File: config.mk
export PLATFORM = sky130hd
export DESIGN_NAME = serial_adder_fsm
export DESIGN_NICKNAME = d
export VERILOG_FILES = /design/src/rtl/serial_adder_fsm_pkg.sv /design/src/rtl/serial_adder_fsm_full_adder_cell.sv /design/src/rtl/serial_adder_fsm.sv
export SDC_FILE = /design/constraint.sdc
export NUM_CORES = 1
export LEC_CHECK = 0
export BUFFER_PORTS_ARGS = -buffer_cell sky130_fd_sc_hd__buf_2
export CAP_MARGIN = 0
export CORE_MARGIN = 2
export CORE_UTILIZATION = 58
export DETAILED_ROUTE_END_ITERATION = 12
export GPL_TIMING_DRIVEN = 0
export HOLD_SLACK_MARGIN = 0.08
export PLACE_DENSITY = 0.84
export SYNTH_ARGS = -nofsm -noshare
export SYNTH_HDL_FRONTEND = slang
export SYNTH_SLANG_ARGS = --single-unit
File: constraint.sdc
create_clock -name clk -period 3.54 [get_ports clk]
set_input_delay 0.354 -clock clk [delete_from_list [all_inputs] [get_ports clk]]
set_output_delay 0.354 -clock clk [all_outputs]
set_load 0.05 [all_outputs]
File: src/rtl/serial_adder_fsm_pkg.sv
// serial_adder_fsm shared types: FSM encoding, count sizing
// and the WIDTH/BPC divisibility check.
`ifndef SERIAL_ADDER_FSM_PKG_SV
`define SERIAL_ADDER_FSM_PKG_SV

`define SAF_BPC_DIVIDES(w, b) (((w) % (b)) == 0)

package serial_adder_fsm_pkg;

  typedef enum logic [1:0] {
    IDLE = 2'd0,
    RUN  = 2'd1,
    DONE = 2'd2
  } state_e;

  function automatic int cnt_w(input int n);
    return (n > 1) ? $clog2(n) : 1;
  endfunction

endpackage

`endif

File: src/rtl/serial_adder_fsm_full_adder_cell.sv
// full_adder_cell: one-bit combinational full adder,
// chained BPC times per slice inside serial_adder_fsm.
module full_adder_cell (
  input  logic a,
  input  logic b,
  input  logic cin,
  output logic sum,
  output logic cout
);

  assign sum  = a ^ b ^ cin;
  assign cout = (a & b) | (cin & (a ^ b));

endmodule

File: src/rtl/serial_adder_fsm.sv
// serial_adder_fsm: multi-cycle add/sub, BPC bits per clock
// through a ripple slice with a registered inter-slice carry.
module serial_adder_fsm
  import serial_adder_fsm_pkg::*;
#(
  parameter int WIDTH = 8,
  parameter int BPC   = 1
) (
  input  logic             clk,
  input  logic             reset_n,
  input  logic             start,
  input  logic             sub,
  input  logic             cin,
  input  logic [WIDTH-1:0] a,
  input  logic [WIDTH-1:0] b,
  output logic             busy,
  output logic             done,
  output logic [WIDTH-1:0] sum,
  output logic             cout,
  output logic             ovf
);

  localparam int N  = WIDTH / BPC;
  localparam int CW = cnt_w(N);
  localparam logic [CW-1:0] LAST = CW'(N - 1);

  if (!`SAF_BPC_DIVIDES(WIDTH, BPC)) begin : g_bad_bpc
    $error("serial_adder_fsm: WIDTH must be a multiple of BPC");
  end

  state_e           state_q, state_d;
  logic [WIDTH-1:0] a_sh_q, a_sh_d;
  logic [WIDTH-1:0] b_sh_q, b_sh_d;
  logic [WIDTH-1:0] res_q, res_d;
  logic [WIDTH-1:0] sum_q, sum_d;
  logic [CW-1:0]    cnt_q, cnt_d;
  logic             carry_q, carry_d;
  logic             sub_q, sub_d;
  logic             cout_q, cout_d;
  logic             ovf_q, ovf_d;

  logic [BPC-1:0]   sl_a, sl_b, sl_s;
  logic [BPC:0]     cc;
  logic [WIDTH-1:0] res_next;

  assign sl_a  = a_sh_q[BPC-1:0];
  assign sl_b  = b_sh_q[BPC-1:0] ^ {BPC{sub_q}};
  assign cc[0] = carry_q;

  for (genvar i = 0; i < BPC; i++) begin : g_fa
    full_adder_cell u_fa (
      .a   (sl_a[i]),
      .b   (sl_b[i]),
      .cin (cc[i]),
      .sum (sl_s[i]),
      .cout(cc[i+1])
    );
  end

  // new slice enters at the top; after N slices bit 0 is at the bottom
  assign res_next = WIDTH'({sl_s, res_q} >> BPC);

  always_comb begin
    state_d = state_q;
    a_sh_d  = a_sh_q;
    b_sh_d  = b_sh_q;
    res_d   = res_q;
    sum_d   = sum_q;
    cnt_d   = cnt_q;
    carry_d = carry_q;
    sub_d   = sub_q;
    cout_d  = cout_q;
    ovf_d   = ovf_q;
    unique case (state_q)
      IDLE: begin
        if (start) begin
          a_sh_d  = a;
          b_sh_d  = b;
          sub_d   = sub;
          carry_d = sub | cin;
          cnt_d   = '0;
          state_d = RUN;
        end
      end
      RUN: begin
        a_sh_d  = a_sh_q >> BPC;
        b_sh_d  = b_sh_q >> BPC;
        res_d   = res_next;
        carry_d = cc[BPC];
        cnt_d   = cnt_q + 1'b1;
        if (cnt_q == LAST) begin
          sum_d   = res_next;
          cout_d  = cc[BPC];
          ovf_d   = cc[BPC] ^ cc[BPC-1];
          cnt_d   = '0;
          state_d = DONE;
        end
      end
      DONE: state_d = IDLE;
      default: state_d = IDLE;
    endcase
  end

  always_ff @(posedge clk or negedge reset_n) begin
    if (!reset_n) begin
      state_q <= IDLE;
      a_sh_q  <= '0;
      b_sh_q  <= '0;
      res_q   <= '0;
      sum_q   <= '0;
      cnt_q   <= '0;
      carry_q <= 1'b0;
      sub_q   <= 1'b0;
      cout_q  <= 1'b0;
      ovf_q   <= 1'b0;
    end else begin
      state_q <= state_d;
      a_sh_q  <= a_sh_d;
      b_sh_q  <= b_sh_d;
      res_q   <= res_d;
      sum_q   <= sum_d;
      cnt_q   <= cnt_d;
      carry_q <= carry_d;
      sub_q   <= sub_d;
      cout_q  <= cout_d;
      ovf_q   <= ovf_d;
    end
  end

  assign busy = (state_q == RUN);
  assign done = (state_q == DONE);
  assign sum  = sum_q;
  assign cout = cout_q;
  assign ovf  = ovf_q;

endmodule

# Word level (Yosys, flattened, before mapping)
# Cells that the tools add are included.
classes:
  addsub: 1
  n_eq_ne: 5
  muxes: 12
  n_bitwise: 8
  n_reduce_logical: 6
ops:
  columns: ["cell", "n"]
  rows:
  - ["$pmux 8 s2", 2]
  - ["$mux 8", 2]
  - ["$reduce_and 2->1", 4]
  - ["$mux 3", 2]
  - ["$pmux 3 s2", 1]
  - ["$mux 2", 2]
  - ["$pmux 2 s2", 1]
  - ["$xor 1x1->1", 4]
  - ["$add 3x1->3 const B", 1]
  - ["$eq 3x3->1 const B", 1]
  - ["$and 1x1->1", 2]
  - ["$eq 2x1->1 const B", 1]
  - ["$eq 2x2->1 const B", 1]
  - ["$logic_not 2->1", 1]
  - ["$ne 2x1->1 const B", 1]
  - ["$ne 2x2->1 const B", 1]
  - ["$or 1x1->1", 2]
  - ["$pmux 1 s2", 1]
  - ["$reduce_bool 2->1", 1]
  - ["$mux 1", 1]
totals:
  regBits: 41
  inputBits: 21
  out_inout_bits: 12
  elab_cells: 42

# Logic depth before layout (Yosys ltp)
# Gate-level depths: netlist of the first run.
logic_depth:
  depth_word: 5
  mapped_depth: 6
  ltp_nobuf: 5

# Cells and area by module
# Synthesis of the first run repeated with hierarchy kept, for this count alone.
unflattened:
  cells_unflattened: 138
  area_unflattened_um2: 1735.4
modules_own_cells:
  columns: ["module", "n_inst", "cells_per_inst", "area_per_inst_um2", "seq_area_each_um2"]
  rows:
  - ["serial_adder_fsm", 1, 137, 1715.4, 1001.0]
  - ["full_adder_cell", 1, 1, 20.0, 0.0]

# Least setup slack after synthesis of the first run
# Ideal clock, no wire load.
synth_timing:
  path_type: "register -> output"
  startpoint: "register state_q[0]"
  endpoint: "output port done"
  t_arrival_ps: 1191
  required_ps: 3186
  slack_ps: 1995
  stages_incl_launch_ff: 3
  n_path_buf: 1
  path_cell_list: "dfrtp_1 buf_6 nor2b_1"
synth_via:
  elab_chain_len: 1
synth_rtl:
  columns: ["item", "line", "source"]
  rows:
  - ["start: declaration", "serial_adder_fsm.sv:31", "state_e state_q, state_d;"]
  - ["start signal: assignment", "serial_adder_fsm.sv:117", "state_q <= state_d;"]
  - ["$eq 2x2->1", "serial_adder_fsm.sv:131", "assign done = (state_q == DONE);"]
  - ["end: declaration", "serial_adder_fsm.sv:17", "output logic done,"]
# No other way between the ends.

# Final worst setup path of the first run
layout_timing:
  startpoint: "register state_q[1]"
  endpoint: "output port busy"
layout_via:
  elab_chain_len: 1
layout_rtl:
  columns: ["item", "line", "source"]
  rows:
  - ["$eq 2x1->1", "serial_adder_fsm.sv:130", "assign busy = (state_q == RUN);"]
  - ["end: declaration", "serial_adder_fsm.sv:16", "output logic busy,"]
# No other way between the ends.

==> results of run 1 <==
-- final timing paths --
check	from	to	slack, ps	cells past startpoint
min in group clk	a[7]	a_sh_q[7]	240	2
worst max register to register	cnt_q[0]	sum[5]	1980	5
worst max-delay path	state_q[1]	busy	1670	4
worst min-delay path	reset_n	sum[5]	110	1
max in group asynchronous	reset_n	b_sh_q[6]	2880	1
worst min register to register	sum[7]	sum[7]	490	2
-- state kept, by name, indices dropped and copies added, names as in the netlist --
signal,cells
cnt_q,3
state_q,2
sum,8
cout,1
b_sh_q,8
ovf,1
res_q,7
a_sh_q,8
sub_q,1
carry_q,1
-- where the power goes --
group	total [uW]	internal, uW	switching (uW)
logic	1010	409	600
registers	781	665	116
clock network	285	148	137
-- synth_stat cells --
master	instances
fa_1	1
inv_1	5
mux2i_1	15
nor2b_1	2
buf_6	3
buf_2	3
inv_4	1
a2bb2oi_1	1
o21ai_0	13
ha_1	2
nand2b_4	1
o21ai_1	6
xor2_1	1
mux2_2	8
a22o_1	3
o21bai_2	1
o32a_1	1
nand2_1	38
buf_8	1
nand3b_4	1
nand2b_1	1
xnor2_1	1
a22oi_1	1
dfrtp_1	40
buf_4	1
o31ai_1	1
nor2_1	1
o21a_1	1
-- cells by family after synthesis --
logic type | count (synthesis) | share of synthesized area (%)
simple gates | 44 | 11.2
flops | 40 | 56.5
compound gates | 28 | 9.81
mux | 23 | 13.5
buf+inv | 14 | 5.43
fa+ha+maj | 3 | 2.54
xor+xnor | 2 | 0.988
-- stage by stage --
stage               util (%)  instance area [um2]  setup WS (ps)  hold WS [ps]  cells
global placement        66.3                 1970           2000           457    219
detailed placement      66.3                 1970           1980           465    219
floorplan                  -                 1770           1990          58.4    154
finish                  68.9                 2050           1670           112    227
global route            68.9                 2050           1590           155    227
CTS                     68.9                 2050           1650           127    227
-- cell usage in the layout (no fill, tap or decap), drive strengths merged, types with 2 or more instances in the layout --
cell type,synthesis,routed
dfrtp,40,40
buf,8,40
nand2,38,38
o21ai,19,19
mux2i,15,15
mux2,8,8
inv,6,6
clkbuf,0,6
a22o,3,3
nor2b,2,2
ha,2,2
nand2b,2,2
-- area by class of cell --
class	count	area, um2
Timing Repair Buffer	32	160
Clock buffer	6	41.3
Clock inverter	2	35.0
Buffer	8	71.3
Sequential cell	40	1000
Tap cell	33	41.3
Inverter	6	25.0
Fill cell	235	927
Multi-Input combinational cell	100	676
-- worst reg2reg max path: cells and delay by family (launching register included) --
| family | cells | cell delay, ps |
|---|---|---|
| and+or+nand+nor | 1 | 130 |
| buffers and inverters | 1 | 150 |
| adders and majority gates | 2 | 440 |
| muxes | 1 | 330 |
| DFF | 1 | 420 |
-- routing by layer --
metal	track usage (%)	vias up
li1	-	592
met1	23.9	571
met2	30.8	25
met3	5.90	7
met4	6.82	0
met5	0	-
==> metrics.txt, run 1 <==
status complete, no violations; M1 wire length 1290 um; sequential area share after synthesis 56.5%; Layout area overhead 15.7%; crit path cell chain nand2b_4 -> inv_4 -> buf_6 -> buf_2; Top Metal Used met4; Req. time, crit path 3190 ps; io pins 33; met2 wire len approximately 1400 um; Total Power 2070 uW; root buf cell clkbuf_4; # port buffers 32; Pre-Repair DR Iteration Count 6; Nets roughly 220; Routed Antenna Nets 0; Slew @ Worst Pin 869 ps; CP Data Arrival Time roughly 1500 ps; wire length on met3 140 um; Synth Cell Area between 1500 and 2000 um2; Slew Viols, Final 0; drt via density 5.26; Crit. End Element output port; final setup vio count 0; first-pass GRT wire length 4850 um; top cells by area, synth dfrtp_1, mux2i_1, nand2_1; Synth cell types 28; synthesized net count 178; Post CTS Setup Buffer Count 0; Post-CTS Resized 0; Yosys warning count 0; critical path's slowest cell dfrtp_1; cells after synthesis 154; Worst-path clk slew ~110 ps; GPL Wtd Cong 0.732; flop and latch count out of synthesis 40; CP Launch Type register; vias in the first global route 1105; CP max stage delay 470 ps; minimum clock period 1870 ps; DRT iter0 DRCs 26; all-layer global routing usage roughly a fifth; Max Cap Viol 0; latest clock arrival within the worst-skew pair 340 ps; initial antenna violation count 0; clk buf depth 2; Vias approximately 1200; Slew headroom 42.0%; core box area 2980 um2; post-detail-place hpwl 2140 um; Die W 59.3 um; DRC viols 0; Clock Sinks 40; RSZ-0062 raised after global routing no; # diodes 0; P per Cell Area between 1000 and 1500 nW/um2; CTS tree built; TNS Setup 0 ps; CTS buffer count 5; Tcrit/Tclk final a little over half; worst min-delay path category input pin to asynchronous set/reset pin; Setup Skew 12.3 ps; Initial Utilization about three fifths; peak supply drop a little under 0.0006 V; syn avg cell area 11.5 um2; crit path kind register to output port; Final Hold Viols 0; chip height 59.3 um; Clock H-tree levels 2; largest net degree at the start of global routing 41; routed wire length 2920 um; # rows 20; worst-path fanout max 10; # hold bufs at CTS 0; P_leak between 0.001 and 0.0015 uW; share of layout cells above drive strength 1 30.4%; delay-heaviest family, CP buffers and inverters; area leader, netlist dfrtp_1; post-synth top area share 56.5%; total congestion overflow 0; highest clock rate 536 MHz; Wirelength per Cell 12.9 um; die area 3520 um2; WP buf/inv 3
(Power assumes the default switching activity.)
==> inputs of run 2 (changes only) <==
- CORE_UTILIZATION: 58 -> 49
- PLACE_DENSITY: 0.84 -> 0.76
- clock period: 3.54 -> 1.7 ns (I/O delays scaled with it)
==> metrics.txt, run 2 (synthesis results as in run 1) <==
status complete, no violations; clk buf depth 2; Max Cap Viol 0; Clock Sinks 40; commonest non-fill, non-tap cell in the layout dfrtp_1; register area 1000 um2; Vias 1233; drt via density 5.07; die area 4120 um2; # port buffers 32; CTS buffer count 5; DP Worst Slack 117 ps; Die W 64.2 um; highest clock rate 622 MHz; worst min-delay path category input pin to register; final setup vio count 0; Tcrit/Tclk final 94.6%; latest clock arrival within the worst-skew pair 340 ps; Slew @ Worst Pin 874 ps; all-layer global routing usage between 10% and 20%; DRT iter0 DRCs 19; Layout area overhead 17.5%; placed cell area 1990 um2; peak supply drop approximately 0.0010 V; root buf cell clkbuf_4; area taken by multi-input logic gates 676 um2; Final Hold Viols 0; Clock Power Share between 10% and 20%; DRC viols 0; Routed Antenna Nets 0; total congestion overflow 0; crit path kind register to output port; Slew headroom 41.8%; vias in the first global route 1247; Pre-Repair DR Iteration Count 4; Flop pwr share a little under two fifths; TNS Setup 0 ps; worst-path fanout max 10; initial antenna violation count 0; Sw Share 42.4%; chip height 64.2 um; Worst-path clk slew 120 ps; core box area 3420 um2; RSZ-0062 raised after global routing no; # diodes 0; most frequent cells in the layout dfrtp_1, nand2_1, buf_2; Crit. End Element output port; Initial Utilization 51.9%; GPL Wtd Cong 0.764; Slew Viols, Final 0; Final Instance Area 2080 um2; P_leak 0.00109 uW; CP Data Arrival Time roughly 1400 ps; io pins 33; Nets 220; setup ws final between 90 and 100 ps; share of layout cells above drive strength 1 29.9%; routed wire length between 3000 and 4000 um; fillers 298; Clock H-tree levels 2; P_int 2460 uW; Req. time, crit path 1530 ps; largest net degree at the start of global routing 41; # rows 21; Setup Skew 10.7 ps; minimum clock period about 1600 ps; P per Cell Area 2050 nW/um2; CP Launch Type register; Comb power frac 50.2%; Net Sw Power 1810 uW; CTS tree built; post-detail-place hpwl roughly 2400 um; first-pass GRT wire length 5620 um; Wirelength per Cell approximately 13 um
[run 2: cell types whose count changed in the layout (fill, tap and decap cells not counted), sizes merged]
cell and delta:
buf -1, bufinv -1, clkbuf +3, clkinv -1, dlygate4sd3 +3
[run 2: path summary, 6_finish.rpt]
check	cells after the start	slack, ps	to	start
max	4	90	busy	state_q[1]
min	3	90	a_sh_q[2]	a[2]
max reg2reg	5	110	sum[5]	cnt_q[0]
min reg2reg	2	490	a_sh_q[4]	a_sh_q[4]
max in group asynchronous	2	620	state_q[1]	reset_n
min in group asynchronous	2	480	sum[4]	reset_n
[run 2: routing by layer]
metal  wire [um]  track usage (%)  up-vias
met5           0                0        -
met4          48             6.38        0
met3         119             3.70        5
met2        1660             30.2       21
met1        1410             22.6      610
li1            -                -      597
[run 2: power by group through the flow]
stage          sequential (uW)  combinational [uW]  clock (uW)
5_1_grt                   1690                2360         550
6_report                  1630                2140         498
2_1_floorplan             1950                1370           0
3_5_place_dp              1660                2160           0
3_3_place_gp              1620                2070           0
4_1_cts                   1630                2160         514
[run 2: worst max-delay path, cell delays in order, from the launching register on]
cell	delay, ps
dfrtp_2	460
nand2b_4	180
inv_4	90
buf_6	150
clkbuf_4	240
[run 2: timing repair]
| item | in CTS | in global routing |
|---|---|---|
| endpoints found under the hold margin | 42 | 0 |
| hold buffers | 3 | 0 |
| resized for setup | 0 | 2 |
| buffers inserted | 0 | 0 |
| endpoints found under the setup margin | 0 | 1 |
[run 2: cell type report]
type / instances / share of cell area (%)
Sequential cell: 40 / 48.1
Multi-Input combinational cell: 100 / 32.4
Timing Repair Buffer: 35 / 9.25
Buffer: 8 / 3.42
Clock buffer: 8 / 2.82
Tap cell: 46 / 2.76
Inverter: 6 / 1.20
[run 2: stage by stage]
step | instances | util, % | power, uW | hold WS [ps]
after floorplan | 154 | - | 3320 | -126
after global placement | 232 | 58.3 | 3690 | 312
after detailed placement | 232 | 58.3 | 3820 | 338
after CTS | 243 | 60.9 | 4310 | 97.7
after global routing | 243 | 61.0 | 4600 | 92.3
final | 243 | 61.0 | 4270 | 94.5
==> inputs of run 3 (changes only) <==
- SYNTH_HIERARCHICAL: not set -> 1
==> metrics.txt, run 3 <==
status complete, no violations; Nets roughly 210; Final Hold Viols 0; adder-cell share of the synthesized area 2.60%; final std cells w/o fill 231; Synth async-reset ratio 100%; Synth Area in Simple Gates 6.20%; peak supply drop 0.000796 V; Routed Antenna Nets 0; all-layer global routing usage 18.7%; total congestion overflow 0; Slew @ Worst Pin 862 ps; post-synth top area share between 50% and 60%; worst-path fanout max 9; routed wire length 3300 um; top cells by area, synth dfrtp_1, mux2_2, mux2i_1; Synth cell types 26; drt via density 5.08; Max Cap Viol 0; Post-synth top cells dfrtp_1, nand2_1, o21ai_0; hold path depth 3; Pre-Repair DR Iteration Count 4; grt met3 use 6.07%; share of layout cells above drive strength 1 36.2%; sequential area share after synthesis between 50% and 60%; TNS Setup 0 ps; root buf cell clkbuf_4; crit path kind register to register; # diodes 0; Setup Skew 11.3 ps; CTS buffer count 5; grt met2 use 31.6%; Die W 63.5 um; commonest non-fill, non-tap cell in the layout dfrtp_1; final setup vio count 0; syn avg cell area between 10 and 15 um2; chip height 63.5 um; largest net degree at the start of global routing 41; CP Launch Type register; RR Startpoint cnt_q[0]; Clock H-tree levels 2; Crit. End Element register; largest family of logic cells by synthesized area multiplexers; R2R Path End sum[7]; CP Data Arrival Time around 1900 ps; placed cell count 216; Wirelength per Cell 14.3 um; # port buffers 32; post-synthesis mux area share around 20%; busiest layer in global routing met2; # rows 21; Synth Cell Area between 1500 and 2000 um2; Clock Sinks 40; most frequent cell after synthesis dfrtp_1; flop and latch count out of synthesis 40; DRT iter0 DRCs between 60 and 70; r2r worst-path depth 5; P per Cell Area between 2000 and 2500 nW/um2; core box area about 3400 um2; post-layout util 63.0%; Layout area overhead 22.1%; Tcrit/Tclk final 98.6%; Most used DFF post-synth dfrtp_1; P_leak roughly 0.0010 uW; worst min-delay path category input pin to register; highest clock rate 596 MHz; hold path endpoint b_sh_q[1]; clk buf depth 2; area leader, netlist dfrtp_1; latest clock arrival within the worst-skew pair 350 ps; cells after synthesis 138; most frequent cells in the layout dfrtp_1, buf_2, nand2_1; GPL Wtd Cong 0.703; Vias 1173; post-detail-place hpwl 2420 um; synthesized net count 162; Initial Utilization 51.6%; xor-xnor portion of the synthesized cell area about 1.0%; initial antenna violation count 0; Slew headroom 42.5%; R2R Setup Slk 20 ps; minimum clock period 1680 ps; Slew Viols, Final 0; CTS tree built; GR Util met1 22.8%; Yosys warning count 6; die area 4030 um2; Req. time, crit path 1940 ps; EDFF count, synth 0; first-pass GRT wire length around 5700 um; io pins 33; Worst-path clk slew approximately 110 ps; vias in the first global route roughly 1200; DRC viols 0; complex-gate fraction of the synthesized area 9.01%; hold path startpoint b[1]
-- run 3: cell types whose count changed after synthesis, moves of 2 or more --
cell / delta
nand2_1: -21
a21oi_1: +2
mux2_2: +5
nor2_1: +2
mux2_4: +4
o21ai_1: -6
buf_2: -2
o21ai_0: +3
clkbuf_1: +3
-- run 3: what timing repair did --
action | CTS | global route
buffers inserted | 0 | 4
resized for setup | 2 | 3
hold endpoints to repair | 42 | 0
setup endpoints to repair | 7 | 8
hold buffers | 3 | 0
-- run 3: layout make-up --
class	instances	area (um2)
buffer	7	52.6
clock buffer	7	65.1
clock inverter	1	30.0
fill	312	1240
inverter	4	15.0
multi-input combinational	87	673
sequential	40	1000
tap	46	57.6
timing repair buffer	39	223
-- run 3: worst max path at each step --
stage          startpoint      to  depth (start not counted)
6_report         cnt_q[0]  sum[7]                          5
5_1_grt          cnt_q[0]  sum[7]                          5
4_1_cts          cnt_q[0]  sum[7]                          5
3_5_place_dp     cnt_q[0]  sum[7]                          5
3_3_place_gp     cnt_q[0]    cout                          5
2_1_floorplan    cnt_q[0]    cout                          5
-- run 3: critical path, stage by stage, from the launching register on --
cell      delay [ps]
dfrtp_1          420
ha_1             210
ha_1             230
nand3b_1         190
buf_6            170
mux2_2           350
-- run 3: kinds of logic after synthesis --
group / Yosys count
multiplexers: 31
flip-flops: 40
AO/OA/AOI/OAI: 26
AND/OR/NAND/NOR: 25
buffers and inverters: 11
adder cells (fa/ha/maj): 3
XOR/XNOR: 2
-- run 3: where the power goes --
group,switching (uW),leakage (uW),internal [uW]
sequential,282,0.000492,1400
clock,303,0.0000515,391
combinational,1130,0.000474,886
total,1710,0.00102,2680
-- run 3: through the flow --
| step | power, uW | hold WS [ps] | cell area [um2] | worst slack, ps |
|---|---|---|---|---|
| 6_report | 4390 | 110 | 2120 | 23.4 |
| 5_1_grt | 4720 | 111 | 2120 | -11.4 |
| 4_1_cts | 4410 | 102 | 2080 | 6.77 |
| 3_5_place_dp | 3710 | 331 | 1950 | -82.0 |
| 3_3_place_gp | 3570 | 313 | 1950 | 3.43 |
| 2_1_floorplan | 3210 | -126 | 1740 | 145 |
-- run 3: layer usage --
layer	wire length [um]	share of wire (%)
met1	1420	43
met2	1680	51
met3	165	5.0
met4	39	1.2
met5	0	0
